### config.mk
export PLATFORM = sky130hd
export DESIGN_NAME = fetch_stage0
export DESIGN_NICKNAME = d
export VERILOG_FILES = /design/src/rtl/fetch_stage0.sv
export SDC_FILE = /design/constraint.sdc
export NUM_CORES = 1
export LEC_CHECK = 0
export BUFFER_PORTS_ARGS = -buffer_cell sky130_fd_sc_hd__buf_2
export CELL_PAD_IN_SITES_DETAIL_PLACEMENT = 0
export CELL_PAD_IN_SITES_GLOBAL_PLACEMENT = 2
export CORE_MARGIN = 5
export CORE_UTILIZATION = 34
export DETAILED_ROUTE_END_ITERATION = 10
export GPL_ROUTABILITY_DRIVEN = 0
export PLACE_DENSITY = 0.78
export SYNTH_ARGS = -nofsm -noshare
export SYNTH_HDL_FRONTEND = slang
export SYNTH_SLANG_ARGS = --single-unit
### constraint.sdc
create_clock -name clk -period 1.95 [get_ports clk]
set_clock_uncertainty 0.1 [all_clocks]
set_input_delay 0 -clock clk [delete_from_list [all_inputs] [get_ports clk]]
set_output_delay 0 -clock clk [all_outputs]
set_load 0.1 [all_outputs]
### src/rtl/fetch_stage0.sv
// Stage-0 fetch controller: owns the PC, issues one-cycle-latency instruction reads and
// registers decoded fields into stage 1, with a one-entry skid buffer across stalls.
module fetch_stage0 #(
   parameter int unsigned CODE_ADDR_WIDTH = 10
) (
   input  logic                       clk,
   input  logic                       rst,
   input  logic                       start,
   input  logic                       halt,
   input  logic                       branch_taken,
   input  logic [CODE_ADDR_WIDTH-1:0] branch_target,
   input  logic                       stage1_stalled,
   output logic [CODE_ADDR_WIDTH-1:0] inst_mem_addr,
   output logic                       inst_mem_rd_en,
   input  logic [63:0]                inst_mem_data,
   output logic [15:0]                opcode,
   output logic [7:0]                 jt,
   output logic [7:0]                 jf,
   output logic [31:0]                imm,
   output logic [CODE_ADDR_WIDTH-1:0] inst_pc,
   output logic                       stage0_valid,
   output logic                       running
);

   localparam int unsigned AW     = CODE_ADDR_WIDTH;
   localparam int unsigned WORD_W = 64;

   typedef enum logic [1:0] {
      S_IDLE   = 2'd0,
      S_FETCH  = 2'd1,
      S_HALTED = 2'd2
   } state_t;

   state_t              r_state;
   state_t              w_next_state;

   logic [AW-1:0]       r_pc;
   logic [AW-1:0]       r_inflight_pc;
   logic                r_inflight;
   logic [WORD_W-1:0]   r_skid_word;
   logic [AW-1:0]       r_skid_pc;
   logic                r_skid_valid;
   logic [15:0]         r_opcode;
   logic [7:0]          r_jt;
   logic [7:0]          r_jf;
   logic [31:0]         r_imm;
   logic [AW-1:0]       r_inst_pc;
   logic                r_valid;

   logic                w_fetch;
   logic                w_start;
   logic                w_halt;
   logic                w_redirect;
   logic                w_issue;

   // State register
   always_ff @(posedge clk or negedge rst) begin
      if (!rst) begin
         r_state <= S_IDLE;
      end else begin
         r_state <= w_next_state;
      end
   end

   // Next state and per-cycle control decode; halt outranks branch, branch outranks stall
   always_comb begin
      w_next_state = r_state;
      w_fetch      = (r_state == S_FETCH);
      w_start      = 1'b0;
      w_halt       = 1'b0;
      w_redirect   = 1'b0;
      w_issue      = 1'b0;
      case (r_state)
         S_IDLE, S_HALTED: begin
            if (start) begin
               w_start      = 1'b1;
               w_next_state = S_FETCH;
            end
         end
         S_FETCH: begin
            if (halt) begin
               w_halt       = 1'b1;
               w_next_state = S_HALTED;
            end else if (branch_taken) begin
               w_redirect = 1'b1;
            end else if (!stage1_stalled) begin
               w_issue = 1'b1;
            end
         end
         default: w_next_state = S_IDLE;
      endcase
   end

   // PC, in-flight tracking, skid buffer and stage-1 output registers
   always_ff @(posedge clk or negedge rst) begin
      if (!rst) begin
         r_pc          <= '0;
         r_inflight_pc <= '0;
         r_inflight    <= 1'b0;
         r_skid_word   <= '0;
         r_skid_pc     <= '0;
         r_skid_valid  <= 1'b0;
         r_opcode      <= '0;
         r_jt          <= '0;
         r_jf          <= '0;
         r_imm         <= '0;
         r_inst_pc     <= '0;
         r_valid       <= 1'b0;
      end else if (w_start) begin
         r_pc         <= '0;
         r_inflight   <= 1'b0;
         r_skid_valid <= 1'b0;
         r_valid      <= 1'b0;
      end else if (w_halt) begin
         r_inflight   <= 1'b0;
         r_skid_valid <= 1'b0;
         r_valid      <= 1'b0;
      end else if (w_redirect) begin
         r_pc         <= branch_target;
         r_inflight   <= 1'b0;
         r_skid_valid <= 1'b0;
         r_valid      <= 1'b0;
      end else if (w_fetch) begin
         r_inflight <= w_issue;
         if (w_issue) begin
            r_pc          <= r_pc + AW'(1);
            r_inflight_pc <= r_pc;
         end
         if (stage1_stalled) begin
            // No read issues while stalled, so at most one word can land here
            if (r_inflight) begin
               r_skid_word  <= inst_mem_data;
               r_skid_pc    <= r_inflight_pc;
               r_skid_valid <= 1'b1;
            end
         end else if (r_skid_valid) begin
            r_opcode     <= r_skid_word[63:48];
            r_jt         <= r_skid_word[47:40];
            r_jf         <= r_skid_word[39:32];
            r_imm        <= r_skid_word[31:0];
            r_inst_pc    <= r_skid_pc;
            r_valid      <= 1'b1;
            r_skid_valid <= 1'b0;
         end else if (r_inflight) begin
            r_opcode  <= inst_mem_data[63:48];
            r_jt      <= inst_mem_data[47:40];
            r_jf      <= inst_mem_data[39:32];
            r_imm     <= inst_mem_data[31:0];
            r_inst_pc <= r_inflight_pc;
            r_valid   <= 1'b1;
         end else begin
            r_valid <= 1'b0;
         end
      end
   end

   assign inst_mem_addr  = r_pc;
   assign inst_mem_rd_en = w_issue;
   assign opcode         = r_opcode;
   assign jt             = r_jt;
   assign jf             = r_jf;
   assign imm            = r_imm;
   assign inst_pc        = r_inst_pc;
   assign stage0_valid   = r_valid;
   assign running        = w_fetch;

endmodule

After elaboration in Yosys (flattened, before gate mapping)
Index checks and enable logic that the tools add are counted.
Word-level totals
  input bits: 80
  memories kept: 0
  bits in writable memories: 0
  bits in latches: 0
  output and inout port bits: 87
  bits in registers: 173
  ROM bits: 0
  word-level logic and storage cells: 84
Operators by class
  mux-type cells: 46
  add/subtract/negate cells: 1
  equal/unequal tests: 7
  div/mod/pow operators: 0
  reductions and logical operators: 13
  $mul: 0
  order comparisons: 0
  shift-type cells: 0
  bitwise operators: 4
Operators by type and width (count)
  2-to-1 mux 10 bit: 7
  2-to-1 mux 32 bit: 2
  2-to-1 mux 16 bit: 2
  2-to-1 mux 8 bit: 4
  2-to-1 mux 1 bit: 28
  AND reduction 6 bit: 2
  adder 10 x 1 -> 10 bit (second input constant): 1
  inequality test 2 bit (second input constant): 3
  AND reduction 2 bit: 3
  nonzero test 3 bit: 2
  inequality test 5 x 1 -> 1 bit (second input constant): 1
  AND reduction 5 bit: 1
  2-to-1 mux 2 bit: 2
  inequality test 4 x 1 -> 1 bit (second input constant): 1
  NOT 1 bit: 4
  case mux 2 bit (2 select lines): 1
  nonzero test 4 bit: 1
  AND reduction 3 bit: 1
  equality test 2 x 1 -> 1 bit (second input constant): 1
  equality test 2 bit (second input constant): 1
  zero test 2 bit: 1
  nonzero test 2 bit: 1
  OR reduction 2 bit: 1

Depth between registers and ports, before layout
  word-level depth: 9
  gate-level depth with buffers: 7
  gate-level depth less buffers: 5

Worst setup path before layout
No wires, ideal clock.
  path kind: flip-flop to flip-flop
  start: register r_state[1]
  end: register r_skid_word[0]
  buffers on the path: 3
  cell stages (with the launch flop): 8
  arrival: 2.213 ns
  slack: -0.488 ns
  clock period less this slack: 2.438 ns
  setup time: 0.125 ns
  cell sequence: dfrtp_1 -> nand2b_1 -> buf_4 -> inv_1 -> and4_1 -> buf_6 -> buf_6 -> mux2_2
Between the ends
  elaborated cells between the ends (all ways): 11
  those cells by class: 2 x eq/ne; 3 x mux; 3 x bitwise; 3 x reduce/logical
RTL lines
  from (decl): line 34  | state_t r_state;
  from (signal assigned): line 61  | r_state <= w_next_state;
  equality test 2 x 1 -> 1 bit (*): line 68  | w_fetch = (r_state == S_FETCH);
  named net running: line 22  | output logic running
  2-to-1 mux 1 bit: line 73  | case (r_state)
  NOT 1 bit (no line)
  AND reduction 6 bit (no line) (*)
  to (signal assigned): line 132  | r_skid_word <= inst_mem_data;
  to (decl): line 40  | logic [WORD_W-1:0] r_skid_word;
Mark *: on every way through the listed nets, which the timed path passes. The rest lies on a longest branch.
A chain may end at the register's enable or synchronous reset.

Final worst setup path
  start: register r_state[1]
  end: register r_skid_word[36]
Between the ends
  longest elaborated chain between the ends: 5
  elaborated cells between the ends (all ways): 11
  those cells by class: 2 x eq/ne; 3 x mux; 3 x bitwise; 3 x reduce/logical
Ends and longest elaborated chain (line)
  equality test 2 bit or zero test 2 bit (tied branches): 73
  OR reduction 2 bit: 73
  2-to-1 mux 1 bit: 73
  NOT 1 bit (no line)
  AND reduction 6 bit (no line) (*)
Every way passes the cells marked *; elsewhere a longest branch is shown, timed or not.

==> metrics <==
proportion of register bits with asynchronous set or reset after synthesis=100%; IR Drop Worst-Case VDD=787 uV; slowest cell on the critical path=sky130_fd_sc_hd__dfrtp_1; via count of the first global-routing pass=5631; Mean Syn Cell Area=roughly 15 um^2; wire length reported by the detailed router=18400 um; cell area after technology mapping=7790 um^2; synthesized instance count=520; TritonCTS buffer count=17; starting density of the core=34.5%; width of the chip=161 um; actual transition at the worst max-transition pin=0.510 ns; crit path launch=r_state[1]$_DFFE_PN0P_; final cycle utilization of the critical path=96.9%; TritonCTS clock tree=done; proportion of layout cells with a drive suffix above 1=57.0%; DR WL/cell=17.0 um; CP max FO=28; Setup CP Type=flip-flop to flip-flop; delay of the slowest cell on the worst path=between 0.4 and 0.5 ns; result of the run=complete, no violations; total power density per cell area=1260 nW/um^2; Antenna diodes=0; maximum clock insertion buffer count=2; number of pins exceeding their max-slew limit in the final report=0; vias per std cell=4.79; commonest register cell after synthesis=sky130_fd_sc_hd__dfrtp_1; number of DRC violations after detailed routing=0; number of enable-type register cells in the synthesized netlist=0; library cell used as clock root buffer=sky130_fd_sc_hd__clkbuf_16; # port buffers=~170; number of vias in the routed layout=around 5200; most frequent standard cell in the layout excluding fill and tap cells=sky130_fd_sc_hd__mux2_2; Hold WC Path Type=input pin to flip-flop; Seq/Total Area, Yosys=55.6%; clock transition time at the flip-flop clock pins of the worst setup and hold paths=0.07 ns; DRC marker count from the first detailed-route iteration=177; kind of start point of the critical path=flip-flop; multi-input logic area=3180 um^2; critical hold path startpoint=inst_mem_data[56]; Leakage=0.00522 uW; total clock sinks=173; worst path required time=2.16 ns; flops & latches, synth=around 170; relative slew slack=66.2%; Die Footprint=26000 um^2; fmax=529 MHz; sum of negative setup slack=0 ns; number of placed I/O pins=167; number of nets in the synthesized netlist=601; critical path data arrival time=2.10 ns; element type at the critical path end=flip-flop; FF/Latch Area=4350 um^2; cells traversed along the worst timing path=nand2b_4 -> buf_4 -> clkinvlp_4 -> and4_4 -> buf_12 -> mux2_2; final core utilization=46.8%; H-Tree Level Count=4; register-to-register setup slack=0.06 ns; final setup violating endpoints=0; placeable core region=approximately 23000 um^2; number of nets with antenna violations after detailed routing=0; number of placement rows=55; number of different library cells in the post-synthesis netlist=37; insertion delay to the later sink of the worst-skew pair=around 0.43 ns; final-report hold violation count=0; commonest cells after routing, fill and taps aside=sky130_fd_sc_hd__mux2_2, sky130_fd_sc_hd__dfrtp_1, sky130_fd_sc_hd__buf_2, sky130_fd_sc_hd__dlygate4sd3_1, sky130_fd_sc_hd__mux2_4; warnings from Yosys=0; maxcap violations=0; number of iterations in the first detailed-routing pass=4; post-layout minimum cycle time=1.89 ns; total half-perimeter wirelength after legalization and detailed placement=12400 um; aggregate global-route resource usage=between 10% and 20%; Area growth, synth to finish=35.5%; startpoint of the worst register-to-register path=r_state[1]$_DFFE_PN0P_; antenna violations before repair=0; Vert. Die Dim=161 um; net count of the finished layout=861; number of filler instances in the final layout=2022; sum of overflow across all layers after global routing=0; first-pass GRT wire length=between 20000 and 30000 um; largest net degree at the start of global routing=48
## cell type report
| cell class | count | share of cell area [%] |
|---|---|---|
| Clock buffer | 17 | 4.03 |
| Timing Repair Buffer | 273 | 19.3 |
| Multi-Input combinational cell | 305 | 30.1 |
| Tap cell | 285 | 3.38 |
| Sequential cell | 173 | 41.1 |
| Clock inverter | 15 | 1.62 |
| Inverter | 10 | 0.391 |
## registers in the layout (all words and copies together), names as in the netlist
| name | cells |
|---|---|
| imm | 32 |
| inst_mem_addr | 10 |
| inst_pc | 10 |
| jf | 8 |
| jt | 8 |
| opcode | 16 |
| r_inflight | 1 |
| r_inflight_pc | 10 |
| r_skid_pc | 10 |
| r_skid_valid | 1 |
| r_skid_word | 64 |
| r_state | 2 |
| stage0_valid | 1 |
## through the flow
step / cells / instance area [um^2] / hold slack, ns / power [uW] / worst slack [ns]
after floorplan: 520 / 7810 / -0.396 / 8830 / -0.167
after CTS: 1072 / 10500 / 0.235 / 13500 / 0.00569
after global placement: 957 / 9040 / -0.113 / 9750 / 0.0529
final: 1078 / 10600 / 0.254 / 13300 / 0.0606
after global routing: 1078 / 10600 / 0.245 / 13900 / -0.00734
after detailed placement: 957 / 9040 / -0.105 / 9850 / 0.00104
## final timing paths
kind / endpoint / depth (start not counted)
max: r_skid_word[36]$_DFFE_PN0P_ / 6
min: r_skid_word[56]$_DFFE_PN0P_ / 3
max reg2reg: r_skid_word[36]$_DFFE_PN0P_ / 6
min reg2reg: imm[13]$_DFFE_PN0P_ / 1
max in group asynchronous: r_skid_word[35]$_DFFE_PN0P_ / 4
min in group asynchronous: inst_mem_addr[0]$_DFFE_PN0P_ / 3
## critical path, delay by kind of cell (launching register included)
family,cells,cell delay [ns]
buffers and inverters,3,0.45
flip-flops,1,0.41
multiplexers,1,0.36
AND/OR/NAND/NOR,2,0.43
## what timing repair did
item,CTS,global route
hold buffers,82,0
endpoints found under the hold margin,315,0
resized for setup,0,1
endpoints found under the setup margin,2,107
pin swaps,0,0
gates cloned,0,2
setup buffers,1,4
## report_power, final
| group | switching (uW) | internal, uW |
|---|---|---|
| Sequential | 419 | 4300 |
| Combinational | 3870 | 1310 |
| Clock | 1570 | 1830 |
## cell usage after synthesis (4+ instances only)
| cell type | count | area (um^2) |
|---|---|---|
| sky130_fd_sc_hd__mux2_2 | 181 | 2040 |
| sky130_fd_sc_hd__dfrtp_1 | 173 | 4330 |
| sky130_fd_sc_hd__mux2_4 | 30 | 450 |
| sky130_fd_sc_hd__mux2_1 | 19 | 214 |
| sky130_fd_sc_hd__a21oi_1 | 16 | 80.1 |
| sky130_fd_sc_hd__inv_1 | 10 | 37.5 |
| sky130_fd_sc_hd__buf_6 | 8 | 90.1 |
| sky130_fd_sc_hd__clkbuf_1 | 8 | 30.0 |
| sky130_fd_sc_hd__nand2_1 | 7 | 26.3 |
| sky130_fd_sc_hd__o22ai_1 | 7 | 43.8 |
| sky130_fd_sc_hd__buf_2 | 6 | 30.0 |
| sky130_fd_sc_hd__nor2_1 | 5 | 18.8 |
| sky130_fd_sc_hd__o21ai_0 | 5 | 25.0 |
| sky130_fd_sc_hd__nor3_1 | 4 | 20.0 |
| sky130_fd_sc_hd__nor4_1 | 4 | 25.0 |
## logic make-up after synthesis
group,share of synthesized area (%)
AOI/OAI and AO/OA,2.78
adders and majority gates,0.161
buffers and inverters,3.95
DFF,55.6
muxes,34.8
and+or+nand+nor,2.75
## routing by layer
layer / part of all wire [%] / wire, um / global-route usage [%]
met3: 4.0 / 729 / 3.27
met4: 1.2 / 223 / 3.99
met1: 45 / 8320 / 18.3
met2: 50 / 9090 / 23.7
met5: 0 / 0 / 0
Power figures use the tool's default switching activity.
